===== src/rtl/qos_pkg.sv =====
// rtl/qos_pkg.sv - shared constants and types for the QoS PCIe path
package qos_pkg;

  localparam int DATA_WIDTH = 12;
  localparam int CLASS_MSB  = 9;
  localparam int CLASS_LSB  = 8;
  localparam int NUM_VC     = 4;

  // Default per-VC occupancy thresholds, shared with the weighted arbiter
  localparam int VC_AF_TH = 6;
  localparam int VC_AE_TH = 1;

  typedef enum logic [1:0] {
    VC_P0 = 2'd0,
    VC_P1 = 2'd1,
    VC_P2 = 2'd2,
    VC_P3 = 2'd3
  } vc_class_e;

  function automatic vc_class_e word_class(input logic [DATA_WIDTH-1:0] word);
    return vc_class_e'(word[CLASS_MSB:CLASS_LSB]);
  endfunction

endpackage


===== src/rtl/fifo_vc_mem.sv =====
// rtl/fifo_vc_mem.sv - dual-port register file, synchronous write and registered read
module fifo_vc_mem #(
  parameter int DATA_WIDTH = 12,
  parameter int ADDR_WIDTH = 3
) (
  input  logic                  clk,
  input  logic                  reset,
  input  logic                  wr_en,
  input  logic [ADDR_WIDTH-1:0] wr_addr,
  input  logic [DATA_WIDTH-1:0] wr_data,
  input  logic                  rd_en,
  input  logic [ADDR_WIDTH-1:0] rd_addr,
  output logic [DATA_WIDTH-1:0] rd_data
);

  logic [DATA_WIDTH-1:0] mem [2**ADDR_WIDTH];

  always_ff @(posedge clk) begin
    if (wr_en) begin
      mem[wr_addr] <= wr_data;
    end
  end

  // Same-address read and write (full FIFO, push+pop) returns the old word
  always_ff @(posedge clk) begin
    if (!reset) begin
      rd_data <= '0;
    end else if (rd_en) begin
      rd_data <= mem[rd_addr];
    end
  end

endmodule


===== src/rtl/fifo_vc.sv =====
// rtl/fifo_vc.sv - per-virtual-channel FIFO with registered occupancy flags
// Optional sticky error flags when FIFO_VC_ERR_EN is defined.
module fifo_vc
  import qos_pkg::*;
#(
  parameter int DATA_WIDTH = qos_pkg::DATA_WIDTH,
  parameter int ADDR_WIDTH = 3,
  parameter int AF_TH      = VC_AF_TH,
  parameter int AE_TH      = VC_AE_TH
) (
  input  logic                  clk,
  input  logic                  reset,
  input  logic                  push,
  input  logic [DATA_WIDTH-1:0] data_in,
  input  logic                  pop,
  output logic [DATA_WIDTH-1:0] data_out,
  output logic                  valid_out,
  output logic [ADDR_WIDTH:0]   count,
  output logic                  empty,
  output logic                  full,
  output logic                  almost_empty,
`ifdef FIFO_VC_ERR_EN
  output logic                  almost_full,
  output logic                  err_overflow,
  output logic                  err_underflow
`else
  output logic                  almost_full
`endif
);

  localparam int DEPTH = 1 << ADDR_WIDTH;
  localparam logic [ADDR_WIDTH:0] FULL_CNT = DEPTH[ADDR_WIDTH:0];
  localparam logic [ADDR_WIDTH:0] AF_CNT   = AF_TH[ADDR_WIDTH:0];
  localparam logic [ADDR_WIDTH:0] AE_CNT   = AE_TH[ADDR_WIDTH:0];

  logic [ADDR_WIDTH-1:0] wr_ptr;
  logic [ADDR_WIDTH-1:0] rd_ptr;
  logic [ADDR_WIDTH:0]   count_q;
  logic                  push_acc;
  logic                  pop_acc;

  // A full FIFO still accepts a push when the same cycle frees a slot
  assign pop_acc  = reset & pop & (count_q != '0);
  assign push_acc = reset & push & ((count_q != FULL_CNT) | pop_acc);

  always_ff @(posedge clk) begin
    if (!reset) begin
      wr_ptr    <= '0;
      rd_ptr    <= '0;
      count_q   <= '0;
      valid_out <= 1'b0;
    end else begin
      valid_out <= pop_acc;
      if (push_acc) begin
        wr_ptr <= wr_ptr + ADDR_WIDTH'(1);
      end
      if (pop_acc) begin
        rd_ptr <= rd_ptr + ADDR_WIDTH'(1);
      end
      case ({push_acc, pop_acc})
        2'b10:   count_q <= count_q + (ADDR_WIDTH+1)'(1);
        2'b01:   count_q <= count_q - (ADDR_WIDTH+1)'(1);
        default: count_q <= count_q;
      endcase
    end
  end

  assign count        = count_q;
  assign empty        = (count_q == '0);
  assign full         = (count_q == FULL_CNT);
  assign almost_full  = (count_q >= AF_CNT);
  assign almost_empty = (count_q <= AE_CNT);

`ifdef FIFO_VC_ERR_EN
  always_ff @(posedge clk) begin
    if (!reset) begin
      err_overflow  <= 1'b0;
      err_underflow <= 1'b0;
    end else begin
      if (push && !push_acc) begin
        err_overflow <= 1'b1;
      end
      if (pop && !pop_acc) begin
        err_underflow <= 1'b1;
      end
    end
  end
`endif

  fifo_vc_mem #(
    .DATA_WIDTH (DATA_WIDTH),
    .ADDR_WIDTH (ADDR_WIDTH)
  ) u_mem (
    .clk     (clk),
    .reset   (reset),
    .wr_en   (push_acc),
    .wr_addr (wr_ptr),
    .wr_data (data_in),
    .rd_en   (pop_acc),
    .rd_addr (rd_ptr),
    .rd_data (data_out)
  );

endmodule


===== config.mk =====
export PLATFORM = sky130hd
export DESIGN_NAME = fifo_vc
export DESIGN_NICKNAME = d
export VERILOG_FILES = /design/src/rtl/qos_pkg.sv /design/src/rtl/fifo_vc_mem.sv /design/src/rtl/fifo_vc.sv
export SDC_FILE = /design/constraint.sdc
export NUM_CORES = 1
export LEC_CHECK = 0
export CAP_MARGIN = 20
export CORE_AREA = 10 10 106 108
export CTS_CLUSTER_DIAMETER = 60
export DETAILED_ROUTE_END_ITERATION = 7
export DIE_AREA = 0 0 116 118
export HOLD_SLACK_MARGIN = 0.03
export PLACE_DENSITY_LB_ADDON = 0.08
export SYNTH_ARGS = -nofsm -noshare
export SYNTH_HDL_FRONTEND = slang
export SYNTH_HIERARCHICAL = 1
export SYNTH_SLANG_ARGS = --single-unit

===== constraint.sdc =====
create_clock -name clk -period 7.2 [get_ports clk]
set_clock_uncertainty 0.15 [all_clocks]
set_input_delay 1.44 -clock clk [delete_from_list [all_inputs] [get_ports clk]]
set_output_delay 1.44 -clock clk [all_outputs]
set_load 0.01 [all_outputs]

Yosys cells after proc, flatten, opt, wreduce, memory -nomap -nowiden

Memory sizes are Yosys's and may differ from the RTL's. A register that Yosys moved wholly into a read port is not among the register bits.
Index checks and enable logic that the tools add are counted.

Memories kept: 1
Flip-flop bits (word level): 11
Input port bits: 16
Bits in writable memories: 96
Output and inout port bits: 21

Mux-type cells: 3
Add/subtract/negate cells: 4
Equality and inequality tests: 4
Reductions and logical operators: 4
Magnitude comparators: 2
Bitwise operators: 5

Memory list:

| name      | words | width | read ports | clocked after Yosys merged registers in | wr ports | line              | RTL |
|---|---|---|---|---|---|---|---|
| u_mem.mem | 8     | 12    | 1          | 1                                       | 1        | fifo_vc_mem.sv:16 | `logic [DATA_WIDTH-1:0] mem [2**ADDR_WIDTH];` |

Operators by type and width:

| kind                                                                                | number |
|---|---|
| 4-bit one-hot mux with 2 select lines                                               | 1 |
| 3-bit by 1-bit adder with 3-bit output, second input constant                       | 2 |
| 4-bit by 1-bit adder with 4-bit output, second input constant                       | 1 |
| 1-bit bitwise AND                                                                   | 4 |
| 4-bit == test, second input constant                                                | 1 |
| 4-bit by 3-bit greater-or-equal comparator with 1-bit output, second input constant | 1 |
| 4-bit by 1-bit less-or-equal comparator with 1-bit output, second input constant    | 1 |
| 4-bit logical NOT                                                                   | 1 |
| 4-bit inequality test, second input constant                                        | 1 |
| 4-bit nonzero test                                                                  | 1 |
| 4-bit by 1-bit subtractor with 4-bit output, second input constant                  | 1 |
| 2-bit by 1-bit == test with 1-bit output, second input constant                     | 1 |
| 2-bit == test, second input constant                                                | 1 |
| 1-bit two-way mux                                                                   | 2 |
| 2-bit nonzero test                                                                  | 1 |
| 1-bit logical NOT                                                                   | 1 |
| 1-bit bitwise OR                                                                    | 1 |

Depth between registers and ports, before layout

Word-level depth: 6
Gate-level depth with buffers: 8

Modules after synthesis

The synthesis kept the hierarchy.

Modules (own cells, without submodules):

| module      | cells each | instances | area an instance (um2) |
|---|---|---|---|
| fifo_vc_mem | 233        | 1         | 4117.7 |
| fifo_vc     | 85         | 1         | 747.0 |

Worst setup path after synthesis

OpenSTA, ideal clock, no wires.

Kind: input to register
From: input reset
To: memory u_mem.mem[0][0] (enable)
Path buffers: 0
Arrival: 2.730 ns
Stages on the path: 4
Path slack: 3.923 ns
Library setup time: 0.396 ns
Required time: 6.654 ns
Path through: and2_1 -> o31a_4 -> nand2b_1 -> nor3_1

Word-level cells in the longest chain between the ends: 6

Ends and longest elaborated chain:

| what                                        | line              | RTL |
|---|---|---|
| start: declaration                          | fifo_vc.sv:12     | `input logic reset,` |
| 1-bit bitwise AND (2 in a row)              | fifo_vc.sv:43     | `assign pop_acc = reset & pop & (count_q != '0);` |
| 1-bit bitwise OR                            | fifo_vc.sv:44     | `assign push_acc = reset & push & ((count_q != FULL_CNT) \| pop_acc);` |
| 1-bit bitwise AND (*)                       | fifo_vc.sv:44     |  |
| net push_acc                                | fifo_vc.sv:39     | `logic push_acc;` |
| 1-bit two-way mux (*)                       | fifo_vc_mem.sv:19 | `if (wr_en) begin` |
| 1-bit two-way mux (implied by the code) (*) | fifo_vc_mem.sv:20 | `mem[wr_addr] <= wr_data;` |
| end: declaration                            | fifo_vc_mem.sv:16 |  |

Mark *: on every way through the listed nets, which the timed path passes. The rest lies on a longest branch.

Worst setup path in the final report

From: register count_q[1], in the netlist count[1]
To: output empty

Word-level cells in the longest chain between the ends: 1

Ends and longest elaborated chain:

| what                     | line          | RTL |
|---|---|---|
| start: declaration       | fifo_vc.sv:38 | `logic [ADDR_WIDTH:0] count_q;` |
| start signal: assignment | fifo_vc.sv:61 | `2'b10: count_q <= count_q + (ADDR_WIDTH+1)'(1);` |
| start signal: assignment | fifo_vc.sv:62 | `2'b01: count_q <= count_q - (ADDR_WIDTH+1)'(1);` |
| start signal: assignment | fifo_vc.sv:63 | `default: count_q <= count_q;` |
| 4-bit logical NOT        | fifo_vc.sv:69 | `assign empty = (count_q == '0);` |
| end: declaration         | fifo_vc.sv:19 | `output logic empty,` |

Every way passes these cells.

==> out/results.env <==
STATUS='finished clean'
SYN-CELL-AREA_UM2=4860
LARGEST_CELLS_BY_AREA_AFTER_SYNTHESIS='sky130_fd_sc_hd__edfxtp_1 59%, sky130_fd_sc_hd__dfxtp_1 9.5%, sky130_fd_sc_hd__mux2_2 5.6%, sky130_fd_sc_hd__mux2i_1 4.9%, sky130_fd_sc_hd__a221o_1 1.9%'
HOLDPATHEND='u_mem/rd_data[3]'
FMAXACHIEVABLE_GHz=0.250
VIAS_PER_CELL=5.93
TRITONCTS.NUM_BUFFERS=17
FINAL.FILL_COUNT=678
PLACED_WIRE_LENGTH_ESTIMATE_MM=7.02
REG2REG_SLACK_NS=4.46
H-TREE-DEPTH=4
CRIT_FAMILY='buffers and inverters'
WORSTHOLDSTART='u_mem/rd_data[3]'
NUM_ANTENNA_CELLS=0
CTSRESIZECOUNT=0
CRIT_PATH_MAX_INCR_DELAY_NS=0.53
WORST_HOLD_CHECK_SLACK_NS=0.378
WORST-ENDPOINT-ARRIVAL_NS=2.41
ANTENNA_FOUND_INITIAL=0
YOSYS.AREA.TOP_TYPE_SHARE=0.593
SYNTH_TOP_FLOP_CELL='sky130_fd_sc_hd__edfxtp_1'
CPMAXSTAGEDELAYCELL='sky130_fd_sc_hd__clkdlybuf4s50_1'
PLACEABLECOREAREA_UM2=9110
CTS.REPORTEDPATHS.CLKPINSLEW_NS=0.06
CLOCK-ROOT-BUFFER='sky130_fd_sc_hd__clkbuf_8'
NUMBER_OF_BUFFERS_ON_THE_LONGEST_CLOCK_PATH=2
DRT_WL_TOTAL_MM=11.0
PERIOD_MINUS_SLACK_NS=4.00
FLOORPLAN.DIE.HEIGHT_UM=118
POSTSYNTHAREAPERCELL_UM2=15.3
YOSYSTOPAREACELL='sky130_fd_sc_hd__edfxtp_1'
DRT_ITER0_MARKERS=237
SEQ_AREA_FRAC_SYNTH=0.687
CP_CELL_SEQUENCE='inv_1 > ha_1 > or3b_4 > inv_1 > clkdlybuf4s50_1'
CRITICAL_PATH_BUF_INV_COUNT=3
REMAINING_DRC_ERRORS=0
HOLD_VIOLATIONS=0
AREA.SEQUENTIAL_UM2=3340
FINAL_ANTENNA_NET_COUNT=0
POWER_DENSITY_RELATIVE_TO_CELL_AREA_nW_PER_UM2=295
WORST_R2R_STARTPOINT='count[1]'
TIMING.HOLD.WORST_PATH_DEPTH=2
LAYOUT_COMMON_CELLS='96 x sky130_fd_sc_hd__edfxtp_1, 36 x sky130_fd_sc_hd__clkdlybuf4s50_1, 24 x sky130_fd_sc_hd__mux2_2, 24 x sky130_fd_sc_hd__mux2i_1, 22 x sky130_fd_sc_hd__dfxtp_1'
CORE.ROWCOUNT=35
SYNTH-WARNING-COUNT=6
TOTAL_OF_FLIP_FLOPS_PLUS_LATCHES_AFTER_SYNTHESIS=119
COMMONEST_NON_FILL_NON_TAP_CELL_IN_THE_LAYOUT='sky130_fd_sc_hd__edfxtp_1'
CRITICAL_PATH_PEAK_FANOUT=9
MULTIINPUTGATEAREA_UM2=1380
R2R.WORST_PATH.CELLS=6
START_UTIL=0.534
GRT_SETUP_UNREPAIRED='false'
GRT_OVERFLOW_TOTAL=0
NUM_VIAS=2869
GRT_PASS1_VIAS=2789
CTS_TREE='built'
FINAL_NETS=382
WORST-SLEW-PIN-TRANSITION_NS=1.11
AREA.GROWTH.SYNTH_TO_FINAL_PCT=19.7
DIEAREA_UM2=13700
GLOBALROUTETOTALUTIL=0.166
HOLD_PATH.CLASS='register to register'
SLEW_VIOLATIONS=0
TIMING.CRITICAL_PATH.TO_TYPE='output pin'
CP_DATA_REQUIRED_TIME_NS=5.61
GP_CONGESTION=0.837
FINISH.UTILIZATION=0.639
SYNTHESIS.NETS=340
PIN_COUNT_OF_THE_BIGGEST_NET_ENTERING_GLOBAL_ROUTING=51
CRITICAL_PATH_CLASS='register to output pin'
DRV.MAX_CAP_VIOLATION_COUNT=0
FLOORPLAN.DIE.WIDTH_UM=116
DETAIL_ROUTE.FIRST_PASS.ITERATIONS=5
WORST_SLACK_NS=3.20
PORTBUFFERS=36
ROUTEDWLPERCELL_UM=22.6
SYNTHESIZED_NETLIST_CELL_COUNT=318
DESIGN.PORTCOUNT=37
WORSTSKEWPAIRLATENCY_NS=0.51
WORSTREG2REGEND='u_mem/mem[7][2]'
FINAL_WORST_PATH_PERIOD_SHARE=0.556
PLACE.DETAILED.INSTANCES=450
WORST_SETUP_PATH_START_KIND='register'
FINALSETUPVIOLATIONS=0
CTS.SINK_COUNT=119
YOSYS.CELL_TYPES.COUNT=48
FINALSETUPTNS_NS=0
LEAK_PWR_nW=1.95
LAYOUT-DRIVE-GT1-SHARE=0.185
POWER.IR.VDD_WORST_mV=0.171
ASYNCSETRESETFLOPFRACSYNTH=0
WIRE_LENGTH_OF_THE_FIRST_GLOBAL_ROUTING_PASS_MM=16.8
LAYOUTNONFILLERINSTCOUNT=484
SYNTH-EDFF-COUNT=96
DP_SLACK_NS=2.60
POSTCTSSETUPREPAIRBUFS=0
WORST_PATH_MOST_REPEATED_CELL='sky130_fd_sc_hd__inv_1'
CTS_HOLD_REPAIR.BUFFERS=0
SLEW-LIMIT-HEADROOM=0.256
[registers in the layout, indices dropped and copies added, names as in the netlist]
register,cells
u_mem/rd_data,12
rd_ptr,3
count,4
u_mem/mem,96
wr_ptr,3
valid_out,1
[per-layer routing]
metal | global-route usage | vias to the layer above | part of all wire | wire length (um)
li1 | - | 1322 | - | -
met1 | 0.219 | 1433 | 0.44 | 4860
met2 | 0.256 | 104 | 0.49 | 5370
met3 | 0.0510 | 10 | 0.060 | 653
met4 | 0.0493 | 0 | 0.0066 | 72
met5 | 0 | - | 0 | 0
[cells by family after synthesis]
group                      Yosys count  share of synthesized area
AOI/OAI and AO/OA                   66                     0.0957
xor gates and xnor gates             5                    0.00900
adders and majority gates            6                     0.0154
buffers and inverters               25                     0.0319
DFF                                119                      0.687
muxes                               49                      0.107
and+or+nand+nor                     48                     0.0535
[power breakdown]
| part | internal [mW] | switching [mW] |
|---|---|---|
| clock | 0.457 | 0.306 |
| sequential | 0.762 | 0.0115 |
| combinational | 0.0833 | 0.0987 |
| total | 1.30 | 0.417 |
[through the flow]
stage / area [um^2] / power (mW)
floorplan: 4860 / 0.907
global placement: 5260 / 0.968
detailed placement: 5260 / 0.969
CTS: 5810 / 1.73
global route: 5820 / 1.79
finish: 5820 / 1.72
[synth_stat cells (5+ instances only)]
master,count
sky130_fd_sc_hd__edfxtp_1,96
sky130_fd_sc_hd__mux2_2,24
sky130_fd_sc_hd__mux2i_1,24
sky130_fd_sc_hd__dfxtp_1,23
sky130_fd_sc_hd__o21ai_0,16
sky130_fd_sc_hd__a21oi_1,15
sky130_fd_sc_hd__nor2_1,13
sky130_fd_sc_hd__nand2_1,11
sky130_fd_sc_hd__a221o_1,9
sky130_fd_sc_hd__o22ai_1,9
sky130_fd_sc_hd__inv_1,8
sky130_fd_sc_hd__clkbuf_1,7
sky130_fd_sc_hd__ha_1,6
sky130_fd_sc_hd__nor3_1,5
[area by class of cell]
| cell class | count | share of cell area |
|---|---|---|
| sequential | 119 | 0.574 |
| timing repair buffer | 39 | 0.0664 |
| clock buffer | 17 | 0.0711 |
| tap | 111 | 0.0238 |
| multi-input combinational | 174 | 0.236 |
| clock inverter | 15 | 0.0223 |
| inverter | 9 | 0.00580 |
[worst max path at each step]
stage                  start          endpoint  slack, ns  depth (start not counted)
floorplan              reset   u_mem/mem[0][0]       3.92                          4
global placement       reset  u_mem/mem[7][11]       2.73                          5
detailed placement     reset   u_mem/mem[6][3]       2.60                          5
CTS                    reset   u_mem/mem[6][7]       3.12                          5
global route        count[0]             empty       3.03                          5
finish              count[1]             empty       3.20                          5
[tightest hold or removal path, stage by stage (launching register included)]
cell	delay (ns)
sky130_fd_sc_hd__dfxtp_1	0.32
sky130_fd_sc_hd__o21ai_0	0.07
sky130_fd_sc_hd__a21oi_1	0.10
Power figures use the tool's default switching activity.
==> variant 1 (same settings) <==
Build with the macro `FIFO_VC_ERR_EN` defined.
--- a/src/rtl/fifo_vc.sv
+++ b/src/rtl/fifo_vc.sv
@@ -1,4 +1,6 @@
 // rtl/fifo_vc.sv - per-virtual-channel FIFO with registered occupancy flags
 // Optional sticky error flags when FIFO_VC_ERR_EN is defined.
+`define FIFO_VC_ERR_EN
+
 module fifo_vc
   import qos_pkg::*;
Behaviour (old outputs only; new: err_overflow and err_underflow): unchanged (equiv_simple and equiv_induct, registers matched by name and starting in step).
==> variant 1 against the unedited design <==
Non-clock buffer count rose by 1. Total power increased by 12%. Via count increased by 1.2%. Register-to-register slack lost 0.16 ns. Sequential cell count up 2. Global-route usage rose by 0.17 points. Maximum frequency shrank 0.65%. First-iteration DRC count rose by 15%. Synthesized area rose by 1.1%. Setup slack got worse by 0.026 ns. Routed wire length up 0.36%. Count of clock-buffer cells in the layout is the same. Final area grew 1.4%. Cell count up 1.4%.
==> variant 1: results (changes against the unedited design) <==
[run_status]
outcome=finished, final reports clean

[layout]
buffer_area_frac=0.06695  ; +0.0005689
drive_gt1_frac=0.1842  ; -0.0007761
nNetsFinal=389  ; +1.8%
clkCellAreaFrac=0.09809  ; +0.004645
regArea_mm2=0.003385  ; +1.2%
multi_input_comb_cells=180  ; +3.4%
multi_input_area_share=0.2339  ; -0.002407
seq_cell_count=121  ; +1.7%
nonClockBufferCount=40  ; +2.6%

[power]
p_sw_frac=0.2607  ; +0.01828
power_leakage_nw=1.996  ; +2.1%
p_int_w=0.001428  ; +9.6%
power_frac_seq=0.418  ; -0.032

[critical_path]
r2r_cells=7  ; +1
rrSetupSlack_ns=4.30  ; -0.16 ns
worstSetupEndpointType=flop
cp_slowest_stage_delay_ns=1.09  ; +0.56 ns
reg2reg_to=u_mem/mem[5][5]
crit_start=reset

[logic_synthesis]
yosys-top-cells-count=edfxtp_1 (96), dfxtp_1 (25), mux2_2 (25), mux2i_1 (25), nor2_1 (17)
synth_area_leaders=edfxtp_1 (59%), dfxtp_1 (10%), mux2_2 (5.7%), mux2i_1 (5.1%), a221o_1 (1.8%)
ys_seq_area_frac=0.6877  ; about the same
syn-num-nets=348  ; +2.4%
synth_cell_type_count=45  ; -6.3%

[global_routing]
grt_pass1_wl_um=16660  ; -0.58%
use_met2=0.2594  ; +0.003539
grtUsageMet3=0.04740  ; -0.003568
grt_pass1_vias=2892  ; +3.7%
grtUsageMet1=0.2151  ; -0.004237
track_usage=0.1680  ; +0.001677

[placement]
dp.cells=458  ; +1.8%
dp_slack_ns=2.649  ; +0.05253 ns
portBuffers=38  ; +5.6%
gp_congestion=0.7865  ; -6.1%
place_hpwl_um=7072  ; +0.78%

[hold_path]
min-delay-start=err_underflow
min_to=err_underflow

[drt]
dr_wl_met3_um=800  ; +23%
dr.first_iter.drc_count=273  ; +15%
wl_met1_um=4770  ; -1.9%
dr_wl_met2_um=5293  ; -1.5%
wl_per_cell_um=22.40  ; -1.1%

[sta]
min_period_ns=4.026  ; +0.02632 ns

## variant 1: cell types whose count changed in the layout (fill, tap and decap cells not counted), sizes merged, moves of 2 or more
| cell | delta |
|---|---|
| and2 | -2 |
| nor2 | +4 |
| dfxtp | +2 |
| clkinvlp | -3 |
| clkdlybuf4s50 | +2 |
| or3 | +4 |
| nand4bb | +2 |
## variant 1: worst register-to-register path, stage by stage (launching register included)
cell and delay [ns]:
dfxtp_1 0.48, inv_1 0.10, ha_1 0.26, nand4bb_1 0.16
nand3_1 0.14, inv_1 0.24, nand2_1 0.16, nor2_1 0.83
## variant 1: per-stage QoR
step	hold WS, ns	util
finish	0.3228	0.6484
global route	0.3624	0.6484
CTS	0.3303	0.6475
detailed placement	0.3137	0.5839
global placement	0.3041	0.5839
floorplan	0.3310	-
## variant 1: kinds of logic after synthesis
logic type,synth area share
AOI/OAI and AO/OA,0.08087
xor gates and xnor gates,0.008903
adders and majority gates,0.01526
buffers and inverters,0.03357
DFF,0.6877
muxes,0.1081
and+or+nand+nor,0.06562
==> variant 2 (same flow settings) <==
Without the edit above. Register the output `count` once more; this adds one clock of latency there. The other outputs are not delayed to match.
--- a/src/rtl/fifo_vc.sv
+++ b/src/rtl/fifo_vc.sv
@@ -66,5 +66,7 @@
   end
 
-  assign count        = count_q;
+  always_ff @(posedge clk) begin
+    count <= count_q;
+  end
   assign empty        = (count_q == '0);
   assign full         = (count_q == FULL_CNT);
Formal check against the unedited RTL: not equivalent (Yosys sat finds a counterexample within 4 cycles, from zero or initial values and one cycle with reset low).
==> variant 2 against the unedited design <==
Routed wire length increased by 1.3%. Total power fell by 0.16%. Via count down 0.91%. Combinational power shrank 38%. Sequential cell count rose by 4. Global-route usage up 0.19 points. Final area grew 0.88%. Synthesized area rose by 0.26%. Clock power rose by 6.9%. Critical path type is now input pin to flop. Setup slack worse by 0.30 ns. Critical path depth did not move.
==> variant 2: results (changes against the unedited design) <==
[run_status]
outcome=finished, final reports clean

[global_routing]
use_met2=0.2466  ; -0.009200
grt_pass1_vias=2910  ; +4.3%
track_usage=0.1682  ; +0.001891
grtUsageMet3=0.04383  ; -0.007136
grtUsageMet1=0.2362  ; +0.01686
grt_pass1_wl_um=16910  ; +0.91%

[drt]
num_vias=2843  ; -0.91%
dr_wl_met3_um=594  ; -9.0%
first_pass_iters=5  ; unchanged
wirelength_um=11100  ; +1.3%
dr.first_iter.drc_count=301  ; +27%
wl_met1_um=5191  ; +6.7%
dr_wl_met2_um=5216  ; -2.9%
via_per_inst=5.862  ; -1.1%

[logic_synthesis]
ys_seq_area_frac=0.7019  ; +0.01466
synth_cell_type_count=40  ; -17%
synth_area_leaders=edfxtp_1 (59%), dfxtp_1 (11%), mux2i_1 (5.5%), mux2_2 (5.5%), a221o_1 (1.8%)
synthXorXnorAreaFrac=0.008979  ; -0.00002309
synthMuxAreaShare=0.1108  ; +0.003573
synth_compound_area_frac=0.08312  ; -0.01256
syn-num-nets=341  ; +0.29%
synth_edf_count=96  ; unchanged
yosys-top-cells-count=edfxtp_1 (96), dfxtp_1 (27), mux2i_1 (27), mux2_2 (24), o21ai_0 (18)
yosys.area_share.adder=0.01539  ; -0.00003959
avgSynthCellArea_um2=15.29  ; about the same

[layout]
fill_cells=670  ; -1.2%
nNetsFinal=384  ; +0.52%
drive_gt1_frac=0.1604  ; -0.02456

[placement]
place_hpwl_um=7104  ; +1.2%
placed_cell_area_mm2=0.005290  ; +0.55%
dp.cells=452  ; +0.44%
gp_congestion=0.8496  ; +1.5%
dp_slack_ns=2.399  ; -0.1971 ns

[critical_path]
cp_slowest_stage_delay_ns=0.98  ; +0.45 ns
crit_fanout=23  ; +14
rrSetupSlack_ns=3.98  ; -0.48 ns
cp_top_family=simple AND/OR/NAND/NOR gates
rr_startpoint=count_q[0]
reg2reg_to=u_mem/mem[6][3]
worstPathArrival_ns=4.27  ; +1.86 ns

[power]
vdd_drop_max_mv=0.1912  ; +12%
power_leakage_nw=1.986  ; +1.6%

[hold_path]
min_to=count[1]
min_path_cells=0  ; -2
min-delay-start=count_q[1]

[sta]
whs_ns=0.3103  ; -0.06723 ns
fmax_mhz=232.8  ; -6.9%
relSlewSlack=0.2517  ; -0.003882

[clock_tree]
cts_buffers=17  ; unchanged

variant 2: worst max path at each step:
stage	start	to	cells past startpoint
3_5_place_dp	reset	u_mem/mem[7][10]	5
3_3_place_gp	reset	u_mem/mem[6][10]	5
6_report	reset	u_mem/mem[6][3]	5
5_1_grt	reset	u_mem/mem[6][3]	5
2_1_floorplan	reset	u_mem/mem[4][0]	5
4_1_cts	reset	u_mem/mem[2][6]	5
variant 2: where the power goes:
part	internal [W]	switching (W)	leakage, nW
Clock	0.000521	0.000295	0.270
Sequential	0.000780	0.00000888	1.09
Combinational	0.0000494	0.0000628	0.630
variant 2: cell type report:
| type | instances | area, um^2 | area share |
|---|---|---|---|
| Inverter | 8 | 30.03 | 0.005111 |
| Multi-Input combinational cell | 173 | 1329 | 0.2261 |
| Tap cell | 111 | 138.9 | 0.02364 |
| Clock buffer | 18 | 417.9 | 0.07112 |
| Clock inverter | 13 | 152.6 | 0.02598 |
| Timing Repair Buffer | 39 | 382.9 | 0.06516 |
| Sequential cell | 123 | 3425 | 0.5828 |
